`src/rtl/pipeline_pkg.sv`:
```
// Shared definitions for the commit stage: FSM encoding, default widths,
// exception stage indices and a select-width helper.
package pipeline_pkg;

  localparam int DEF_XLEN   = 32;
  localparam int DEF_RIDX_W = 5;

  localparam int STG_FETCH  = 0;
  localparam int STG_DECODE = 1;
  localparam int STG_ALU    = 2;
  localparam int STG_MEM    = 3;

  typedef enum logic [1:0] {
    RUN       = 2'd0,
    WAIT_LATE = 2'd1,
    TRAPPED   = 2'd2
  } state_e;

  // Index width for an n-way select; never narrower than one bit.
  function automatic int sel_width(input int n);
    return (n > 1) ? $clog2(n) : 1;
  endfunction

endpackage

```
`src/rtl/pipeline_commit_if.sv`:
```
// Commit-stage bus: instruction arriving at commit, late-unit handshake,
// trap acknowledge, and the regfile write port / trap status driven back.
interface pipeline_commit_if
  import pipeline_pkg::*;
#(
  parameter int XLEN   = DEF_XLEN,
  parameter int RIDX_W = DEF_RIDX_W,
  parameter int NSTAGE = 4,
  parameter int EXC_W  = 3,
  parameter int NSRC   = 3,
  parameter int CNT_W  = 32
);
  localparam int SEL_W = sel_width(NSRC);
  localparam int STG_W = sel_width(NSTAGE);

  logic                      in_valid;
  logic [XLEN-1:0]           in_pc;
  logic [NSTAGE*EXC_W-1:0]   in_exc;
  logic [RIDX_W-1:0]         rd_index;
  logic                      regwrite_enable;
  logic [SEL_W-1:0]          src_sel;
  logic [NSRC*XLEN-1:0]      src_data;
  logic                      late_pending;
  logic                      late_valid;
  logic [XLEN-1:0]           late_result;
  logic                      exc_ack;

  logic                      stall;
  logic                      we;
  logic [RIDX_W-1:0]         windex;
  logic [XLEN-1:0]           win;
  logic [NSTAGE*EXC_W-1:0]   final_exception;
  logic                      exc_valid;
  logic [STG_W-1:0]          exc_stage;
  logic [XLEN-1:0]           exc_pc;
  logic [CNT_W-1:0]          retire_count;

  modport master (
    output in_valid, in_pc, in_exc, rd_index, regwrite_enable, src_sel, src_data,
           late_pending, late_valid, late_result, exc_ack,
    input  stall, we, windex, win, final_exception, exc_valid, exc_stage, exc_pc,
           retire_count
  );

  modport slave (
    input  in_valid, in_pc, in_exc, rd_index, regwrite_enable, src_sel, src_data,
           late_pending, late_valid, late_result, exc_ack,
    output stall, we, windex, win, final_exception, exc_valid, exc_stage, exc_pc,
           retire_count
  );

endinterface

```
`src/rtl/pipeline_commit_exc_prio_enc.sv`:
```
// Exception priority encoder: flags any nonzero per-stage cause and reports
// the earliest (lowest-index) faulting stage. Purely combinational.
module exc_prio_enc
  import pipeline_pkg::*;
#(
  parameter int NSTAGE = 4,
  parameter int EXC_W  = 3,
  parameter int STG_W  = sel_width(NSTAGE)
) (
  input  logic [NSTAGE*EXC_W-1:0] exc_vec,
  output logic                    any_exc,
  output logic [STG_W-1:0]        stage_idx
);

  // NOTE: every output gets a default before the loop, so no path leaves it
  // unassigned and no latch is inferred.
  always_comb begin
    any_exc   = 1'b0;
    stage_idx = '0;
    // Scan from the latest stage down so the earliest fault is written last.
    for (int s = NSTAGE - 1; s >= 0; s--) begin
      if (|exc_vec[s*EXC_W +: EXC_W]) begin
        any_exc   = 1'b1;
        stage_idx = STG_W'(s);
      end
    end
  end

endmodule

```
`src/rtl/pipeline_commit.sv`:
```
// Final pipeline stage: selects the result, drives the regfile write port,
// waits on late results, latches the first exception until acknowledged.
module pipeline_commit
  import pipeline_pkg::*;
#(
  parameter int XLEN   = DEF_XLEN,
  parameter int RIDX_W = DEF_RIDX_W,
  parameter int NSTAGE = 4,
  parameter int EXC_W  = 3,
  parameter int NSRC   = 3,
  parameter int CNT_W  = 32
) (
  input logic               clk,
  input logic               rst,
  pipeline_commit_if.slave  bus
);

  localparam int SEL_W   = sel_width(NSRC);
  localparam int STG_W   = sel_width(NSTAGE);
  localparam int EXC_TOT = NSTAGE * EXC_W;

  state_e              state_q, state_d;
  logic                exc_valid_q, exc_valid_d;
  logic [STG_W-1:0]    exc_stage_q, exc_stage_d;
  logic [XLEN-1:0]     exc_pc_q, exc_pc_d;
  logic [EXC_TOT-1:0]  exc_vec_q, exc_vec_d;
  logic [CNT_W-1:0]    retire_q, retire_d;
  logic [RIDX_W-1:0]   pend_rd_q, pend_rd_d;
  logic                pend_we_q, pend_we_d;

  logic                any_exc;
  logic                exc_in;
  logic [STG_W-1:0]    enc_stage;
  logic [XLEN-1:0]     early_res;
  logic                we, stall;
  logic [RIDX_W-1:0]   windex;
  logic [XLEN-1:0]     win;

  exc_prio_enc #(
    .NSTAGE (NSTAGE),
    .EXC_W  (EXC_W),
    .STG_W  (STG_W)
  ) u_enc (
    .exc_vec   (bus.in_exc),
    .any_exc   (any_exc),
    .stage_idx (enc_stage)
  );

  assign exc_in = bus.in_valid && any_exc;

  // Out-of-range selects fall through to zero.
  always_comb begin
    early_res = '0;
    for (int k = 0; k < NSRC; k++) begin
      if (bus.src_sel == SEL_W'(k)) early_res = bus.src_data[k*XLEN +: XLEN];
    end
  end

  always_comb begin
    state_d     = state_q;
    exc_valid_d = exc_valid_q;
    exc_stage_d = exc_stage_q;
    exc_pc_d    = exc_pc_q;
    exc_vec_d   = exc_vec_q;
    retire_d    = retire_q;
    pend_rd_d   = pend_rd_q;
    pend_we_d   = pend_we_q;
    we          = 1'b0;
    stall       = 1'b0;
    windex      = bus.rd_index;
    win         = early_res;

    unique case (state_q)
      RUN: begin
        if (exc_in) begin
          exc_vec_d   = bus.in_exc;
          exc_stage_d = enc_stage;
          exc_pc_d    = bus.in_pc;
          exc_valid_d = 1'b1;
          state_d     = TRAPPED;
        end else if (bus.in_valid && bus.late_pending) begin
          stall     = 1'b1;
          pend_rd_d = bus.rd_index;
          pend_we_d = bus.regwrite_enable;
          state_d   = WAIT_LATE;
        end else if (bus.in_valid) begin
          we       = bus.regwrite_enable && (bus.rd_index != '0);
          retire_d = retire_q + CNT_W'(1);
        end
      end

      // The waiting instruction already cleared every exception check.
      WAIT_LATE: begin
        windex = pend_rd_q;
        win    = bus.late_result;
        if (bus.late_valid) begin
          we       = pend_we_q && (pend_rd_q != '0);
          retire_d = retire_q + CNT_W'(1);
          state_d  = RUN;
        end else begin
          stall = 1'b1;
        end
      end

      // Shadow instructions are flushed; ack takes precedence over new faults.
      TRAPPED: begin
        if (bus.exc_ack) begin
          exc_valid_d = 1'b0;
          exc_vec_d   = '0;
          exc_stage_d = '0;
          exc_pc_d    = '0;
          state_d     = RUN;
        end
      end

      default: state_d = RUN;
    endcase
  end

  // NOTE: sequential state is updated with non-blocking assignments only, so
  // every flop samples the pre-edge values regardless of statement order.
  always_ff @(posedge clk) begin
    if (rst) begin
      state_q     <= RUN;
      exc_valid_q <= 1'b0;
      exc_stage_q <= '0;
      exc_pc_q    <= '0;
      exc_vec_q   <= '0;
      retire_q    <= '0;
      pend_rd_q   <= '0;
      pend_we_q   <= 1'b0;
    end else begin
      state_q     <= state_d;
      exc_valid_q <= exc_valid_d;
      exc_stage_q <= exc_stage_d;
      exc_pc_q    <= exc_pc_d;
      exc_vec_q   <= exc_vec_d;
      retire_q    <= retire_d;
      pend_rd_q   <= pend_rd_d;
      pend_we_q   <= pend_we_d;
    end
  end

  assign bus.stall           = stall;
  assign bus.we              = we;
  assign bus.windex          = windex;
  assign bus.win             = win;
  assign bus.final_exception = exc_valid_q ? exc_vec_q : bus.in_exc;
  assign bus.exc_valid       = exc_valid_q;
  assign bus.exc_stage       = exc_stage_q;
  assign bus.exc_pc          = exc_pc_q;
  assign bus.retire_count    = retire_q;

endmodule

```
`src/flat_wrapper.sv`:
```
// flat-port wrapper written by rule: the top's interface ports become plain ports
module pipeline_commit_flat import pipeline_pkg::*;
#(
  parameter int XLEN   = DEF_XLEN,
  parameter int RIDX_W = DEF_RIDX_W,
  parameter int NSTAGE = 4,
  parameter int EXC_W  = 3,
  parameter int NSRC   = 3,
  parameter int CNT_W  = 32
)
  (clk, rst, bus_in_valid, bus_in_pc, bus_in_exc, bus_rd_index, bus_regwrite_enable, bus_src_sel, bus_src_data, bus_late_pending, bus_late_valid, bus_late_result, bus_exc_ack, bus_stall, bus_we, bus_windex, bus_win, bus_final_exception, bus_exc_valid, bus_exc_stage, bus_exc_pc, bus_retire_count);
  pipeline_commit_if #(.XLEN(XLEN), .RIDX_W(RIDX_W), .NSTAGE(NSTAGE), .EXC_W(EXC_W), .NSRC(NSRC), .CNT_W(CNT_W)) bus_i ();
  input logic clk;
  input logic rst;
  input wire logic [$bits(bus_i.in_valid)-1:0] bus_in_valid;
  input wire logic [$bits(bus_i.in_pc)-1:0] bus_in_pc;
  input wire logic [$bits(bus_i.in_exc)-1:0] bus_in_exc;
  input wire logic [$bits(bus_i.rd_index)-1:0] bus_rd_index;
  input wire logic [$bits(bus_i.regwrite_enable)-1:0] bus_regwrite_enable;
  input wire logic [$bits(bus_i.src_sel)-1:0] bus_src_sel;
  input wire logic [$bits(bus_i.src_data)-1:0] bus_src_data;
  input wire logic [$bits(bus_i.late_pending)-1:0] bus_late_pending;
  input wire logic [$bits(bus_i.late_valid)-1:0] bus_late_valid;
  input wire logic [$bits(bus_i.late_result)-1:0] bus_late_result;
  input wire logic [$bits(bus_i.exc_ack)-1:0] bus_exc_ack;
  output wire logic [$bits(bus_i.stall)-1:0] bus_stall;
  output wire logic [$bits(bus_i.we)-1:0] bus_we;
  output wire logic [$bits(bus_i.windex)-1:0] bus_windex;
  output wire logic [$bits(bus_i.win)-1:0] bus_win;
  output wire logic [$bits(bus_i.final_exception)-1:0] bus_final_exception;
  output wire logic [$bits(bus_i.exc_valid)-1:0] bus_exc_valid;
  output wire logic [$bits(bus_i.exc_stage)-1:0] bus_exc_stage;
  output wire logic [$bits(bus_i.exc_pc)-1:0] bus_exc_pc;
  output wire logic [$bits(bus_i.retire_count)-1:0] bus_retire_count;
  assign bus_i.in_valid = bus_in_valid;
  assign bus_i.in_pc = bus_in_pc;
  assign bus_i.in_exc = bus_in_exc;
  assign bus_i.rd_index = bus_rd_index;
  assign bus_i.regwrite_enable = bus_regwrite_enable;
  assign bus_i.src_sel = bus_src_sel;
  assign bus_i.src_data = bus_src_data;
  assign bus_i.late_pending = bus_late_pending;
  assign bus_i.late_valid = bus_late_valid;
  assign bus_i.late_result = bus_late_result;
  assign bus_i.exc_ack = bus_exc_ack;
  assign bus_stall = bus_i.stall;
  assign bus_we = bus_i.we;
  assign bus_windex = bus_i.windex;
  assign bus_win = bus_i.win;
  assign bus_final_exception = bus_i.final_exception;
  assign bus_exc_valid = bus_i.exc_valid;
  assign bus_exc_stage = bus_i.exc_stage;
  assign bus_exc_pc = bus_i.exc_pc;
  assign bus_retire_count = bus_i.retire_count;
  pipeline_commit #(.XLEN(XLEN), .RIDX_W(RIDX_W), .NSTAGE(NSTAGE), .EXC_W(EXC_W), .NSRC(NSRC), .CNT_W(CNT_W)) u_core (.clk(clk), .rst(rst), .bus(bus_i));
endmodule
```
`config.mk`:
```
export PLATFORM = sky130hd
export DESIGN_NAME = pipeline_commit_flat
export DESIGN_NICKNAME = d
export VERILOG_FILES = /design/src/rtl/pipeline_pkg.sv /design/src/rtl/pipeline_commit_if.sv /design/src/rtl/pipeline_commit_exc_prio_enc.sv /design/src/rtl/pipeline_commit.sv /design/src/flat_wrapper.sv
export SDC_FILE = /design/constraint.sdc
export NUM_CORES = 1
export LEC_CHECK = 0
export ABC_AREA = 0
export BUFFER_PORTS_ARGS = -buffer_cell sky130_fd_sc_hd__buf_2
export CAP_MARGIN = 20
export CELL_PAD_IN_SITES_DETAIL_PLACEMENT = 1
export CELL_PAD_IN_SITES_GLOBAL_PLACEMENT = 2
export CORE_UTILIZATION = 20
export DETAILED_ROUTE_END_ITERATION = 12
export PLACE_DENSITY = 0.8
export RECOVER_POWER = 100
export REMOVE_ABC_BUFFERS = 1
export SYNTH_ARGS = -nofsm -noshare
export SYNTH_HDL_FRONTEND = slang
export SYNTH_HIERARCHICAL = 1
export SYNTH_SLANG_ARGS = --single-unit
```
`constraint.sdc`:
```
create_clock -name clk -period 3.2 [get_ports clk]
set_input_delay 0.64 -clock clk [delete_from_list [all_inputs] [get_ports clk]]
set_output_delay 0.64 -clock clk [all_outputs]
set_load 0.01 [all_outputs]
```
==> flow_summary.yaml <==
worst_setup_path:
  reg2reg_depth: 4
  r2r_slack_ns: 0.62
  crit_path_max_incr_delay_ns: 0.55
  worst-path-buf-inv: 2
  end_kind: "register"
  required_ns: 3.44
  cp_max_fo: 28
  r2r_start: "u_core/bus.retire_count[4]"
  r2r_end: "u_core/bus.retire_count[31]"
  crit_type: "primary input to register"
  path_cells: "buf_2, or3_4, nor2b_4, nand3b_2, or4b_1, a2111o_1, buf_12, nor4_1, mux2_2"
  crit_cells: 9
  path_delay_family: "simple AND/OR/NAND/NOR gates"
  cp-start-kind: "primary input"
  cp.arrival_ns: 3.28
  critPathSlowestCell: "or4b_1"
yosys:
  synth_fa_ha_area_share_pct: 0.256
  syn_area_um2: 4900
  synth_seq_cells: 87
  synthTopCellsByArea: "dfxtp_1, a21oi_1, mux2i_1"
  netlist_instances: 650
  synth_compound_area_share_pct: 19.2
  yosysSeqAreaShare_pct: 35.6
  synth_edf_count: 0
  yosys.area_share.simple_pct: 26.3
  synthMuxAreaShare_pct: 12.6
  avgSynthCellArea_um2: 7.53
  synthFlopType: "dfxtp_1"
  synth_cell_types: 43
  synth_top_area_share_pct: 35.6
  async_reset_ff_share_pct: 0
  synthXorXnorAreaFrac_pct: 1.07
  synth_area_leader_cell: "dfxtp_1"
  synth_warnings: 6
  synth_top_family_by_area: "simple AND/OR/NAND/NOR gates"
floorplanning:
  ioPinCount: 304
  die_w_um: 158
  die_area_um2: 25100
  die_y_um: 158
  core-area_um2: 23800
  initial_utilization_pct: 20.6
  fp-row-count: 56
finish:
  syn_to_final_growth_pct: 43.2
  nets: 1123
  drive_gt1_share_pct: 27.6
clock_network:
  clkTransAtPathRegs_ns: 0.06
  cts_resized: 0
  cts_hold_buf: 0
  post_cts_buffers: 0
  numCtsBuffers: 9
  clk_path_buf_depth: 2
  clkSinkCount: 87
  clk_latency_ns: 0.35
  cts_tree: "built"
  htreeDepth: 3
  root_buffer: "clkbuf_16"
power_and_ir_drop:
  p_sw_w: 0.000885
  intPower_w: 0.00206
  cellPowerDensity_nw_per_um2: 421
  seq_power_share_pct: 39.5
  power_leakage_nw: 2.88
  total_power_w: 0.00295
  swShare_pct: 30.0
  p_clk_share_pct: 37.0
  peakVddDrop_mv: 0.257
  comb_power_share_pct: 23.5
global_route:
  grtUsageTotal_pct: 16.1
  grt_max_degree: 48
  grt_overflow: 0
  grt_pass1_vias: 5572
  antenna_found_initial: 4
  grt_pass1_wl_um: 30600
timing:
  whs_ns: 0.468
  worstMarginPinSlew_ns: 1.15
  maxSlewViolCount: 0
  rsz0062_at_grt: "no"
  setup-violations-final: 0
  max-slew-margin-rel_pct: 23.4
  hold_viol_final: 0
  setup_tns_ns: 0
  fmax_mhz: 328
  fin_ws_ns: 0.155
  finClkSkew_ns: 0.00535
  final.period_utilization_pct: 95.2
  fin_crit_ns: 3.04
routing:
  routed_wl_um: 21300
  vias_per_cell: 4.68
  num_vias: 5902
  drc: 0
  drt_iter0_drc: 235
  wl_per_cell_um: 16.9
  ant_nets: 0
  dr.pass1.iters: 4
job:
  drv_cap: 0
place:
  place_ws_ns: -0.203
  port_buffers: 303
  finalWeightedCongestion: 0.732
  hpwl_um: 16600
min_path:
  hold_end: "u_core/bus.exc_stage[0]"
  worstHoldStart: "u_core/bus.exc_stage[0]"
  min_path_cells: 2
  hold_path.class: "register to register"
outcome:
  status: "complete, no violations"
-- cell usage after synthesis (2+ instances only) --
master,instances
inv_1,7
nor3b_1,2
nand2b_1,3
dfxtp_1,87
o31ai_1,19
nor2_1,82
or3_4,2
o21ai_0,6
mux2_2,20
nor4_1,2
a2111oi_0,2
buf_1,9
or4_1,22
or3_1,2
a21oi_1,136
mux2i_1,39
nand3b_1,2
a211oi_1,3
and4_1,3
xnor2_1,5
o41ai_1,2
nor2b_1,4
nand4_1,8
nand2_1,60
nor3_1,4
clkbuf_1,46
and2_1,2
nand3_1,56
-- placed cells by master (no fill, tap or decap), drive strengths merged, types with 2 or more instances in the layout --
cell type and instances:
a2111oi 2, clkbuf 135, and4 3, nor4 2, a211oi 3, o31ai 19
or4 22, mux2 20, nand3 56, nor2 82, mux2i 39, inv 7
or3 4, o41ai 2, nor3 4, and2 2, o21ai 6, xnor2 5
nor3b 3, nand3b 3, nor2b 5, a21oi 136, buf 211, nand2b 3
nand4 8, nand2 60, dfxtp 87
-- routing by layer --
layer	part of all wire (%)	vias up	global-route usage (%)
met5	0.21	-	0
met4	1.9	6	5.22
met3	8.9	27	5.17
met2	52	219	30.3
met1	37	2747	16.6
li1	-	2903	-
-- cells by family (layout without fill, tap and decap cells) --
kind of cell | count (synthesis) | count (layout)
AOI/OAI and AO/OA | 171 | 171
xor gates and xnor gates | 6 | 6
and+or+nand+nor | 262 | 262
buffers and inverters | 64 | 355
adders and majority gates | 1 | 1
other | 0 | 1
DFF | 87 | 87
muxes | 59 | 59
-- sequential cells by signal, indices dropped and copies added (netlist names) --
name and flops:
u_core/bus.exc_stage 2, u_core/bus.exc_pc 32, u_core/bus.exc_valid 1, u_core/state_q 2, u_core/pend_rd_q 5, u_core/bus.retire_count 32, u_core/exc_vec_q 12, u_core/pend_we_q 1
-- metrics by stage --
step	area [µm²]	instances	util (%)
detailed placement	6880	1244	29.0
CTS	7180	1260	30.2
finish	7010	1261	29.5
floorplan	4670	593	-
global route	7010	1260	29.5
global placement	6880	1244	29.0
-- power by group through the flow --
stage                     Clock [W]  Combinational (W)  Sequential [W]
final                       0.00109           0.000692         0.00116
after global placement            0           0.000733         0.00119
after CTS                   0.00114           0.000744         0.00117
after global routing        0.00119           0.000770         0.00117
after floorplan                   0           0.000309         0.00120
after detailed placement          0           0.000741         0.00119
-- final cells by class --
| cell class | count | area [µm²] |
|---|---|---|
| sequential | 87 | 1740 |
| clock buffer | 14 | 264 |
| antenna | 1 | 2.50 |
| tap | 319 | 399 |
| clock inverter | 2 | 38.8 |
| timing repair buffer | 332 | 1630 |
| fill | 3029 | 16700 |
| multi-input combinational | 499 | 2910 |
| inverter | 7 | 26.3 |
-- worst max path at each step --
stage / start / endpoint
floorplan: bus_in_exc[7] / u_core/bus.exc_pc[0]
global placement: bus_in_exc[10] / u_core/bus.retire_count[31]
detailed placement: bus_in_exc[10] / u_core/bus.retire_count[31]
CTS: bus_in_exc[10] / u_core/bus.retire_count[31]
global route: u_core/state_q[0] / bus_win[15]
finish: bus_in_exc[10] / u_core/bus.retire_count[31]
-- worst min-delay path, cell delays in order, from the launching register on --
cell	delay [ns]
dfxtp_1	0.31
nand3_1	0.06
a21oi_1	0.06
No activity file was read; power rests on OpenSTA's default activity.
